<file path="src/rtl/digital_tube_drv.sv">
// Memory-mapped 8-digit hex display driver: two time-multiplexed 4-digit active-low 7-segment groups.
// Latency: a register write at edge N shows on the segment/select outputs at edge N+1; readback is combinational.
// Backpressure: none, writes are accepted every cycle. Optional DIGITAL_TUBE_LZB_EN enables leading-zero blanking.
module digital_tube_drv #(
    parameter int SCAN_DIV = 50000
) (
    input  logic        clk,
    input  logic        reset,
    input  logic        Addr,
    input  logic        WE,
    input  logic [3:0]  BE,
    input  logic [31:0] Din,
    output logic [31:0] TUBE_Dout,
    output logic [7:0]  digital_tube0,
    output logic [3:0]  digital_tube_sel0,
    output logic [7:0]  digital_tube1,
    output logic [3:0]  digital_tube_sel1
);

    localparam int CNT_W = (SCAN_DIV > 2) ? $clog2(SCAN_DIV) : 1;
    localparam logic [CNT_W-1:0] CNT_LAST = CNT_W'(SCAN_DIV - 1);

    logic [CNT_W-1:0] cnt;
    logic [1:0]       idx;
    logic [31:0]      data;
    logic             en;

    logic [3:0]       nib0;
    logic [3:0]       nib1;
    logic [7:0]       seg0_nxt;
    logic [7:0]       seg1_nxt;
    logic [3:0]       sel_nxt;

    function automatic logic [7:0] hex2seg(input logic [3:0] h);
        logic [7:0] s;
        case (h)
            4'h0: s = 8'hC0;
            4'h1: s = 8'hF9;
            4'h2: s = 8'hA4;
            4'h3: s = 8'hB0;
            4'h4: s = 8'h99;
            4'h5: s = 8'h92;
            4'h6: s = 8'h82;
            4'h7: s = 8'hF8;
            4'h8: s = 8'h80;
            4'h9: s = 8'h90;
            4'hA: s = 8'h88;
            4'hB: s = 8'h83;
            4'hC: s = 8'hC6;
            4'hD: s = 8'hA1;
            4'hE: s = 8'h86;
            default: s = 8'h8E;
        endcase
        return s;
    endfunction

    // Scan counters free-run independently of EN so re-enabling resumes mid-scan.
    always_ff @(posedge clk) begin
        if (reset) begin
            cnt  <= '0;
            idx  <= 2'd0;
            data <= 32'd0;
            en   <= 1'b1;
        end else begin
            if (cnt == CNT_LAST) begin
                cnt <= '0;
                idx <= idx + 2'd1;
            end else begin
                cnt <= cnt + CNT_W'(1);
            end
            if (WE) begin
                if (!Addr) begin
                    for (int i = 0; i < 4; i++) begin
                        if (BE[i]) data[8*i +: 8] <= Din[8*i +: 8];
                    end
                end else if (BE[0]) begin
                    en <= Din[0];
                end
            end
        end
    end

    always_comb begin
        nib0     = data[{idx, 2'b00} +: 4];
        nib1     = data[{1'b1, idx, 2'b00} +: 4];
        seg0_nxt = hex2seg(nib0);
        seg1_nxt = hex2seg(nib1);
        sel_nxt  = ~(4'b0001 << idx);
`ifdef DIGITAL_TUBE_LZB_EN
        // A digit is a leading zero when it and every higher nibble are zero; digit 0 always shows.
        if ((idx != 2'd0) && ((data >> {idx, 2'b00}) == 32'd0)) seg0_nxt = 8'hFF;
        if ((data >> {1'b1, idx, 2'b00}) == 32'd0) seg1_nxt = 8'hFF;
`endif
    end

    always_ff @(posedge clk) begin
        if (reset || !en) begin
            digital_tube0     <= 8'hFF;
            digital_tube_sel0 <= 4'hF;
            digital_tube1     <= 8'hFF;
            digital_tube_sel1 <= 4'hF;
        end else begin
            digital_tube0     <= seg0_nxt;
            digital_tube_sel0 <= sel_nxt;
            digital_tube1     <= seg1_nxt;
            digital_tube_sel1 <= sel_nxt;
        end
    end

    assign TUBE_Dout = Addr ? {31'd0, en} : data;

endmodule

</file>
<file path="config.mk">
export PLATFORM = sky130hd
export DESIGN_NAME = digital_tube_drv
export DESIGN_NICKNAME = d
export VERILOG_FILES = /design/src/rtl/digital_tube_drv.sv
export SDC_FILE = /design/constraint.sdc
export NUM_CORES = 1
export LEC_CHECK = 0
export ABC_CLOCK_PERIOD_IN_PS = 2300
export BUFFER_PORTS_ARGS = -buffer_cell sky130_fd_sc_hd__buf_4
export CAP_MARGIN = 30
export CORE_MARGIN = 1.5
export CORE_UTILIZATION = 47
export DETAILED_ROUTE_END_ITERATION = 10
export GPL_TIMING_DRIVEN = 1
export PLACE_DENSITY = 0.76
export SLEW_MARGIN = 40
export SYNTH_ARGS = -nofsm -noshare
export SYNTH_HDL_FRONTEND = slang
export SYNTH_SLANG_ARGS = --single-unit
</file>
<file path="constraint.sdc">
create_clock -name clk -period 2.3 [get_ports clk]
set_clock_uncertainty 0.15 [all_clocks]
set_input_delay 0 -clock clk [delete_from_list [all_inputs] [get_ports clk]]
set_output_delay 0 -clock clk [all_outputs]
set_load 0.05 [all_outputs]
</file>
==> results of run 1 <==
[cell type report]
type                       count  share of cell area [%]
antenna                        1                 0.04660
clock buffer                   9                   2.307
clock inverter                 6                   2.097
inverter                       8                  0.5592
multi-input combinational    280                   34.11
sequential                    69                   25.75
tap                           96                   2.237
timing repair buffer         203                   32.90
[power breakdown]
part	switching, W	internal [W]
registers	0.0000324	0.00124
clock network	0.000475	0.000716
logic	0.000309	0.000231
total	0.000817	0.00219
[per-stage QoR]
stage                     worst slack (ns)  hold WS [ns]  power (W)  std cells  utilization [%]
after CTS                          0.04989        0.3251   0.002948        671            77.63
after floorplan                    0.09785      -0.02119   0.001560        390                -
after global placement              0.1725       0.08931   0.001699        559            60.14
after detailed placement           0.07069        0.1000   0.001707        559            60.14
final                              0.09660        0.3460   0.003004        672            77.75
after global routing            -0.0005398        0.3732   0.003078        672            77.75
[sequential cells by signal (all words and copies together) (netlist names)]
signal             flops
cnt                   16
digital_tube0          7
digital_tube_sel1      4
digital_tube1          7
en                     1
data                  32
idx                    2
[worst min-delay path: cells and delay by family, from the launching register on]
family	cells	cell delay, ns
AO/OA/AOI/OAI	2	0.14
flip-flops	1	0.32
[cell usage after synthesis, drive strengths merged, types with 2 or more instances]
cell type and count:
nor2b 35, a21oi 40, nor2 21, xor2 10, o21ai 8, and4 3, mux4 8, inv 8
or3 2, nand4 5, mux2i 4, nor4bb 2, clkbuf 18, mux2 2, nand3 42, o221ai 2
dfxtp 69, nand3b 3, xnor2 3, o22ai 2, ha 17, and3 2, a31oi 4, nand2 46
nand2b 7, buf 15
[timing repair]
action,in CTS,in global routing
endpoints found under the setup margin,0,32
hold buffers,97,0
gates resized for setup,0,2
hold endpoints to repair,35,0
[path summary, 6_finish.rpt]
| kind | end | from | slack, ns | cells after the start |
|---|---|---|---|---|
| setup reg to reg | digital_tube0[1]$_SDFF_PP1_ | idx[0]$_SDFFE_PP0N_ | 0.11 | 5 |
| hold / removal | cnt[15]$_SDFF_PP0_ | cnt[15]$_SDFF_PP0_ | 0.35 | 2 |
| setup / recovery | data[9]$_SDFFE_PP0P_ | Addr | 0.1 | 7 |
| hold reg to reg | cnt[15]$_SDFF_PP0_ | cnt[15]$_SDFF_PP0_ | 0.35 | 2 |
[cells by family after synthesis]
family	share of synthesized area, %
AOI/OAI and AO/OA	10.25
xor gates and xnor gates	3.354
adders and majority gates	6.266
buffers and inverters	5.676
DFF	40.69
muxes	7.704
other	0.1105
and+or+nand+nor	25.95
[routing by layer]
metal  GRT usage (%)  share of wire, %  vias to the layer above  wire length, um
li1                -                 -                     1698                -
met1           36.89                36                     1766             4655
met2           59.06                48                      287             6182
met3           7.917               8.0                       82             1029
met4           24.10               7.2                        0              920
met5               0                 0                        -                0
==> impl_results.md, run 1 <==
- Die area: 7741 um2
- Post-synth ARST share: 0%
- Sequential area share after synthesis: 40.69%
- Max-slew violations: 0
- Vias in the first global route: 3876
- Leading area contributor after synthesis: dfxtp_1
- Number of setup buffers added after CTS: 0
- Filler cells: 413
- Total track usage: 34.25%
- Worst path slowest cell: dlygate4sd3_1
- Boundary Pins: 96
- CP required: 2.44 ns
- Yosys warns: 0
- Vias per Instance: 5.704
- Yosys reg bits: 69
- Post-DP HPWL: 6080 um
- Area of the multi-input gates: 1832 um2
- Layout cells sized above 1: 22.61%
- Synth top area share: 40.69%
- Drt total wl: 12790 um
- Core ar.: 6907 um2
- Final hold violation count: 0
- Pwr Density: 559.3 nW/um2
- Number of core rows: 30
- Hold Crit Class: reg -> reg
- Post-route cell area: 5370 um2
- FMAX: 453.8 MHz
- First-pass GRT wire length: 19680 um
- Clk Latency, worst-skew pair: 0.35 ns
- P_leak: 2.230 nW
- Die width: 87.99 um
- Slowest Stage Delay on Critical Path: 0.62 ns
- Most common cell after layout, fill and taps aside: buf_4
- Worst Path Max Fanout: 34
- Sink Count: 69
- CTS tree: built
- Wire per inst: 19.03 um
- Vias after detailed routing: 3833
- Antenna-violating nets left: 0
- Initial drt markers: 262
- Commonest non-fill, non-tap cells in the layout: buf_4 (106), dlygate4sd3_1 (97), dfxtp_1 (68)
- Final Critical Period: 2.203 ns
- Area post-placement: 4154 um2
- Top FF cell, synth: dfxtp_1
- Clk slew on worst S/H paths: 0.09 ns
- Delay-heaviest family, CP: buffers and inverters
- Startpoint Class: primary input
- Post-synth cell types: 43
- Crit-path cells: buf_4 > nor2b_4 > buf_4 > nand3_1 > dlygate4sd3_1 > a21oi_1 > dlygate4sd3_1
- Initial core utilization: 49.15%
- Initial antenna violation count: 1
- Critical path class: in -> reg
- Critical Path Sink Type: flip-flop
- Worst endpoint data arrival time: 2.34 ns
- RD Place Congestion: 0.8944
- Post-Synthesis Cell Area: 3395 um2
- CTS max path bufs: 2
- Largest net degree at the start of global routing: 39
- EDFF count, synth: 0
- H-tree depth: 3
- Port Buffers: 93
- Max_cap viols: 0
- Register area: 1383 um2
- Drc violations: 0
- DR pass1 iterations: 6
- Die Ht: 87.99 um
- Main area contributors after synthesis: dfxtp_1 (41%), nor2b_1 (6.5%), ha_1 (6.3%)
- Mapped Cells: 389
- CTS buffer count: 9
- Area Growth Syn to Fin: 58.20%
- Final period util: 95.80%
- Peak VDD IR: 416.0 uV
- Buffers & Inverters on Critical Path: 4
- Nets: 628
- Setup violators final: 0
- Status: completed
- Fin Setup TNS: 0 ns
- CTS Root Cell: clkbuf_8
- Syn Area/Cell: 8.726 um2
- GRT overflow: 0
(Power assumes the default switching activity.)
==> run 2: changes to the inputs <==
--- a/config.mk
+++ b/config.mk
@@ -6,7 +6,7 @@
 export NUM_CORES = 1
 export LEC_CHECK = 0
 export ABC_CLOCK_PERIOD_IN_PS = 2300
-export BUFFER_PORTS_ARGS = -buffer_cell sky130_fd_sc_hd__buf_4
+export BUFFER_PORTS_ARGS = -buffer_cell sky130_fd_sc_hd__clkbuf_2
 export CAP_MARGIN = 30
 export CORE_MARGIN = 1.5
 export CORE_UTILIZATION = 47
==> impl_results.md, run 2 (synthesis results as in run 1) <==
- Area Growth Syn to Fin: 40.32%
- Initial antenna violation count: 0
- Top reg by flops: data
- Vias in the first global route: 3281
- Worst path slowest cell: mux4_2
- Number of setup buffers added after CTS: 0
- Antenna-violating nets left: 0
- Startpoint Class: flip-flop
- Initial core utilization: 49.15%
- Sink Count: 69
- Fin Setup TNS: 0 ns
- FMAX: 464.7 MHz
- Commonest non-fill, non-tap cells in the layout: clkbuf_2 (93), dfxtp_1 (68), dlygate4sd3_1 (67)
- Drc violations: 0
- Largest net degree at the start of global routing: 37
- Die area: 7741 um2
- Cells after DPL: 558
- Delay-heaviest family, CP: multiplexers
- Clk network pwr share: 34.1%
- Clk slew on worst S/H paths: 0.07 ns
- N_diodes: 0
- Post-route non-filler standard cell count: 640
- Top flop regs: data x32, cnt x16
- Hold Crit Class: in -> reg
- Int Power: 0.001883 W
- CTS max path bufs: 2
- Sw frac: 27.70%
- Nets: 597
- Status: completed
- Final Critical Period: 2.152 ns
- Final core utilization: 68.97%
- Share of power burned in registers: 48.6%
- Slowest Stage Delay on Critical Path: 0.57 ns
- Clk Latency, worst-skew pair: 0.35 ns
- Core ar.: 6907 um2
- Peak VDD IR: 342.4 uV
- Filler cells: 507
- GRT overflow: 0
- Critical path class: reg -> reg
- Final hold violation count: 0
- RSZ-0062 raised after global routing: no
- Post-DP HPWL: 5704 um
- Critical Path Sink Type: flip-flop
- Boundary Pins: 96
- Initial drt markers: 133
- Worst hold margin: 0.09691 ns
- P_leak: 1.918 nW
- Max-slew violations: 0
- Total track usage: 25.05%
- RD Place Congestion: 0.9006
- CTS Root Cell: clkbuf_8
- Gate power share: 17.3%
- Max_cap viols: 0
- Number of flip-flops in the largest register: 32
- Number of core rows: 30
- Port Buffers: 93
- CTS buffer count: 9
- DR pass1 iterations: 4
- Drt total wl: 9335 um
- Buffers & Inverters on Critical Path: 2
- CTS tree: built
- Net Switching: 0.0007215 W
- Die width: 87.99 um
- Vias after detailed routing: 3367
- Tot Pwr: 0.002604 W
- Crit-path cells: buf_4 > mux4_2 > inv_1 > ha_1 > a221o_1
- H-tree depth: 3
- Final period util: 93.57%
- Wire per inst: 14.59 um
- First-pass GRT wire length: 14950 um
- Worst endpoint data arrival time: 2.23 ns
- Worst Path Max Fanout: 6
- Pwr Density: 546.8 nW/um2
- Die Ht: 87.99 um
- Layout cells sized above 1: 23.35%
- Most common cell after layout, fill and taps aside: clkbuf_2
- Vias per Instance: 5.261
- CP required: 2.38 ns
- Setup violators final: 0
==> run 2: changes by cell type in the layout (fill, tap and decap cells not counted), sizes merged <==
cell,previous run,this run
clkinv,3,1
buf,106,12
diode,1,0
clkbuf,9,107
dlygate4sd3,97,67
bufinv,3,0
==> run 2: final cells by class <==
cell class	instances	area, um2	share of cell area [%]
Timing Repair Buffer	172	1226	25.74
Tap cell	96	120.1	2.522
Multi-Input combinational cell	280	1827	38.35
Sequential cell	69	1383	29.03
Clock buffer	14	172.7	3.625
Inverter	8	30.03	0.6304
Clock inverter	1	5.005	0.1051
==> run 2: worst paths after layout <==
path                                 end  slack [ns]  depth (start not counted)                 from
min                 data[9]$_SDFFE_PP0P_         0.1                          4                BE[1]
min reg2reg            cnt[0]$_SDFF_PP0_        0.32                          1    cnt[0]$_SDFF_PP0_
max          digital_tube0[1]$_SDFF_PP1_        0.15                          5  idx[0]$_SDFFE_PP0N_
max reg2reg  digital_tube0[1]$_SDFF_PP1_        0.15                          5  idx[0]$_SDFFE_PP0N_
==> run 2: metal layers <==
metal  GRT usage (%)  part of all wire [%]
met3           6.315                   5.9
met2           42.33                    49
met1           29.92                    43
met5               0                     0
met4           11.40                   2.4
==> run 2: stage by stage <==
stage / instance area [um2] / setup slack, ns
2_1_floorplan: 3398 / 0.09785
3_3_place_gp: 3914 / 0.1677
3_5_place_dp: 3914 / 0.06071
4_1_cts: 4762 / 0.05182
5_1_grt: 4763 / 0.06795
6_report: 4763 / 0.1480
==> run 2: power by group through the flow <==
stage | Combinational [W] | Sequential, W | Clock [W]
2_1_floorplan | 0.000197 | 0.00136 | 0
3_3_place_gp | 0.000368 | 0.00129 | 0
3_5_place_dp | 0.000373 | 0.00129 | 0
4_1_cts | 0.000440 | 0.00127 | 0.000904
5_1_grt | 0.000481 | 0.00127 | 0.000945
6_report | 0.000451 | 0.00127 | 0.000888
==> run 2: what timing repair did <==
action                     4_1_cts  5_1_grt
hold endpoints to repair        44        0
setup endpoints to repair        0        4
hold buffers                    67        0
gates resized for setup          0        1
==> run 2: tightest hold or removal path, delay by kind of cell <==
kind	cells	cell delay (ns)
AOI/OAI and AO/OA	1	0.05
buffers and inverters	1	0.17
and+or+nand+nor	2	0.32
==> run 3: changes to the inputs <==
--- a/config.mk
+++ b/config.mk
@@ -10,10 +10,12 @@
 export CAP_MARGIN = 30
 export CORE_MARGIN = 1.5
 export CORE_UTILIZATION = 47
+export CTS_BUF_LIST = sky130_fd_sc_hd__clkbuf_16
 export DETAILED_ROUTE_END_ITERATION = 10
-export GPL_TIMING_DRIVEN = 1
+export GPL_TIMING_DRIVEN = 0
 export PLACE_DENSITY = 0.76
 export SLEW_MARGIN = 40
 export SYNTH_ARGS = -nofsm -noshare
 export SYNTH_HDL_FRONTEND = slang
 export SYNTH_SLANG_ARGS = --single-unit
+export TNS_END_PERCENT = 1
==> impl_results.md, run 3 (synthesis results as in run 1) <==
- FMAX: 437.5 MHz
- Top flop regs: data x32, cnt x16
- Setup ws final: 0.01420 ns
- Area of the multi-input gates: 1827 um2
- Number of setup buffers added after CTS: 0
- CTS buffer count: 9
- CTS Root Cell: clkbuf_16
- Worst hold margin: 0.04549 ns
- CP required: 2.43 ns
- Post-route non-filler standard cell count: 657
- Initial antenna violation count: 0
- Int Power: 0.002115 W
- Fin Setup TNS: 0 ns
- Net Switching: 0.0008053 W
- Gate power share: 16.0%
- GRT overflow: 0
- Crit-path cells: clkbuf_2 > nor2b_1 > clkbuf_1 > clkbuf_2 > nand3_1 > dlygate4sd3_1 > a21oi_1 > dlygate4sd3_1
- Setup violators final: 0
- Max_cap viols: 0
- Slowest Stage Delay on Critical Path: 0.58 ns
- RSZ-0062 raised after global routing: yes
- Wire per inst: 16.18 um
- Startpoint Class: primary input
- Boundary Pins: 96
- Slew headroom: 63.39%
- Vias after detailed routing: 3613
- Initial core utilization: 49.15%
- Commonest non-fill, non-tap cells in the layout: clkbuf_2 (90), dlygate4sd3_1 (70), dfxtp_1 (69)
- DR pass1 iterations: 6
- Vias per Instance: 5.499
- Status: completed
- Reg2Reg Setup Slack: 0.06 ns
- Number of flip-flops in the largest register: 32
- Buffers & Inverters on Critical Path: 5
- Layout cells sized above 1: 22.82%
- Worst slew pin tran: 0.5491 ns
- Nets: 616
- Initial drt markers: 245
- Number of core rows: 30
- P_leak: 1.962 nW
- Antenna-violating nets left: 0
- Clk network pwr share: 40.5%
- Final core utilization: 71.07%
- Post-DP HPWL: 6093 um
- RD Place Congestion: 0.9102
- N_diodes: 0
- Place WS: -0.1082 ns
- Max-slew violations: 0
- Sink Count: 69
- Final hold violation count: 0
- Delay-heaviest family, CP: buffers and inverters
- Peak VDD IR: 438.5 uV
- Top reg by flops: data
- Pwr Density: 594.9 nW/um2
- Worst Path Max Fanout: 10
- Final period util: 99.38%
- Register area: 1381 um2
- Final Critical Period: 2.286 ns
- Die Ht: 87.99 um
- Die area: 7741 um2
- Hold Path Depth: 3
- Hold Crit Class: in -> reg
- R2R depth: 5
- First-pass GRT wire length: 17030 um
- Critical path class: in -> reg
- Clk Latency, worst-skew pair: 0.34 ns
- Port Buffers: 89
- Die width: 87.99 um
- Critical Path Sink Type: flip-flop
- H-tree depth: 3
- Share of power burned in registers: 43.5%
- CTS max path bufs: 2
- CTS tree: built
- Total track usage: 29.00%
- Cells after DPL: 575
- Core ar.: 6907 um2
- Area Growth Syn to Fin: 44.60%
- Vias in the first global route: 3590
- Worst endpoint data arrival time: 2.42 ns
- WP depth: 8
- Most common cell after layout, fill and taps aside: clkbuf_2
- Drt total wl: 10630 um
- Sw frac: 27.58%
- Drc violations: 0
- Filler cells: 509
- Worst path slowest cell: dlygate4sd3_1
- Clk slew on worst S/H paths: 0.06 ns
- Largest net degree at the start of global routing: 11
## run 3: worst paths after layout
| path | endpoint | start |
|---|---|---|
| setup / recovery | data[19]$_SDFFE_PP0P_ | Addr |
| hold / removal | data[25]$_SDFFE_PP0P_ | BE[3] |
| setup reg to reg | digital_tube1[3]$_SDFF_PP1_ | idx[0]$_SDFFE_PP0N_ |
| hold reg to reg | cnt[0]$_SDFF_PP0_ | cnt[0]$_SDFF_PP0_ |
## run 3: metrics by stage
| step | power, W | cell area, um2 |
|---|---|---|
| after floorplan | 0.001560 | 3398 |
| after global placement | 0.001662 | 3964 |
| after detailed placement | 0.001670 | 3964 |
| after CTS | 0.002897 | 4891 |
| after global routing | 0.003009 | 4908 |
| final | 0.002920 | 4908 |
## run 3: what timing repair did
| item | in CTS | in global routing |
|---|---|---|
| pin swaps | 1 | 0 |
| hold buffers | 69 | 1 |
| endpoints found under the hold margin | 33 | 6 |
| resized for setup | 2 | 7 |
| endpoints found under the setup margin | 2 | 16 |
## run 3: layout make-up
class                   instances  share of cell area (%)
clock buffers                   9                   4.588
flip-flops and latches         69                   28.14
well taps                      96                   2.447
multi-input cells             280                   37.22
inverters                       8                  0.6118
clock inverters                 4                  0.3824
repair buffers                159                   23.35
plain buffers                  32                   3.263
## run 3: power groups by stage
| stage | Combinational, W | Clock, W | Sequential, W |
|---|---|---|---|
| CTS | 0.000448 | 0.00118 | 0.00127 |
| global placement | 0.000373 | 0 | 0.00129 |
| global route | 0.000495 | 0.00124 | 0.00127 |
| detailed placement | 0.000380 | 0 | 0.00129 |
| finish | 0.000468 | 0.00118 | 0.00127 |
| floorplan | 0.000197 | 0 | 0.00136 |
## run 3: tightest hold or removal path, delay by kind of cell
kind,cells,cell delay (ns)
buffers and inverters,1,0.22
AOI/OAI and AO/OA,1,0.07
and+or+nand+nor,1,0.18
## run 3: layer usage
layer  GRT usage [%]  routed length [um]  vias up  part of all wire, %
met5               0                   0        -                    0
met4           18.90                 551        0                  5.2
met3           6.315                 807       58                  7.6
met2           49.83                5207      211                   49
met1           32.24                4066     1666                   38
li1                -                   -     1678                    -
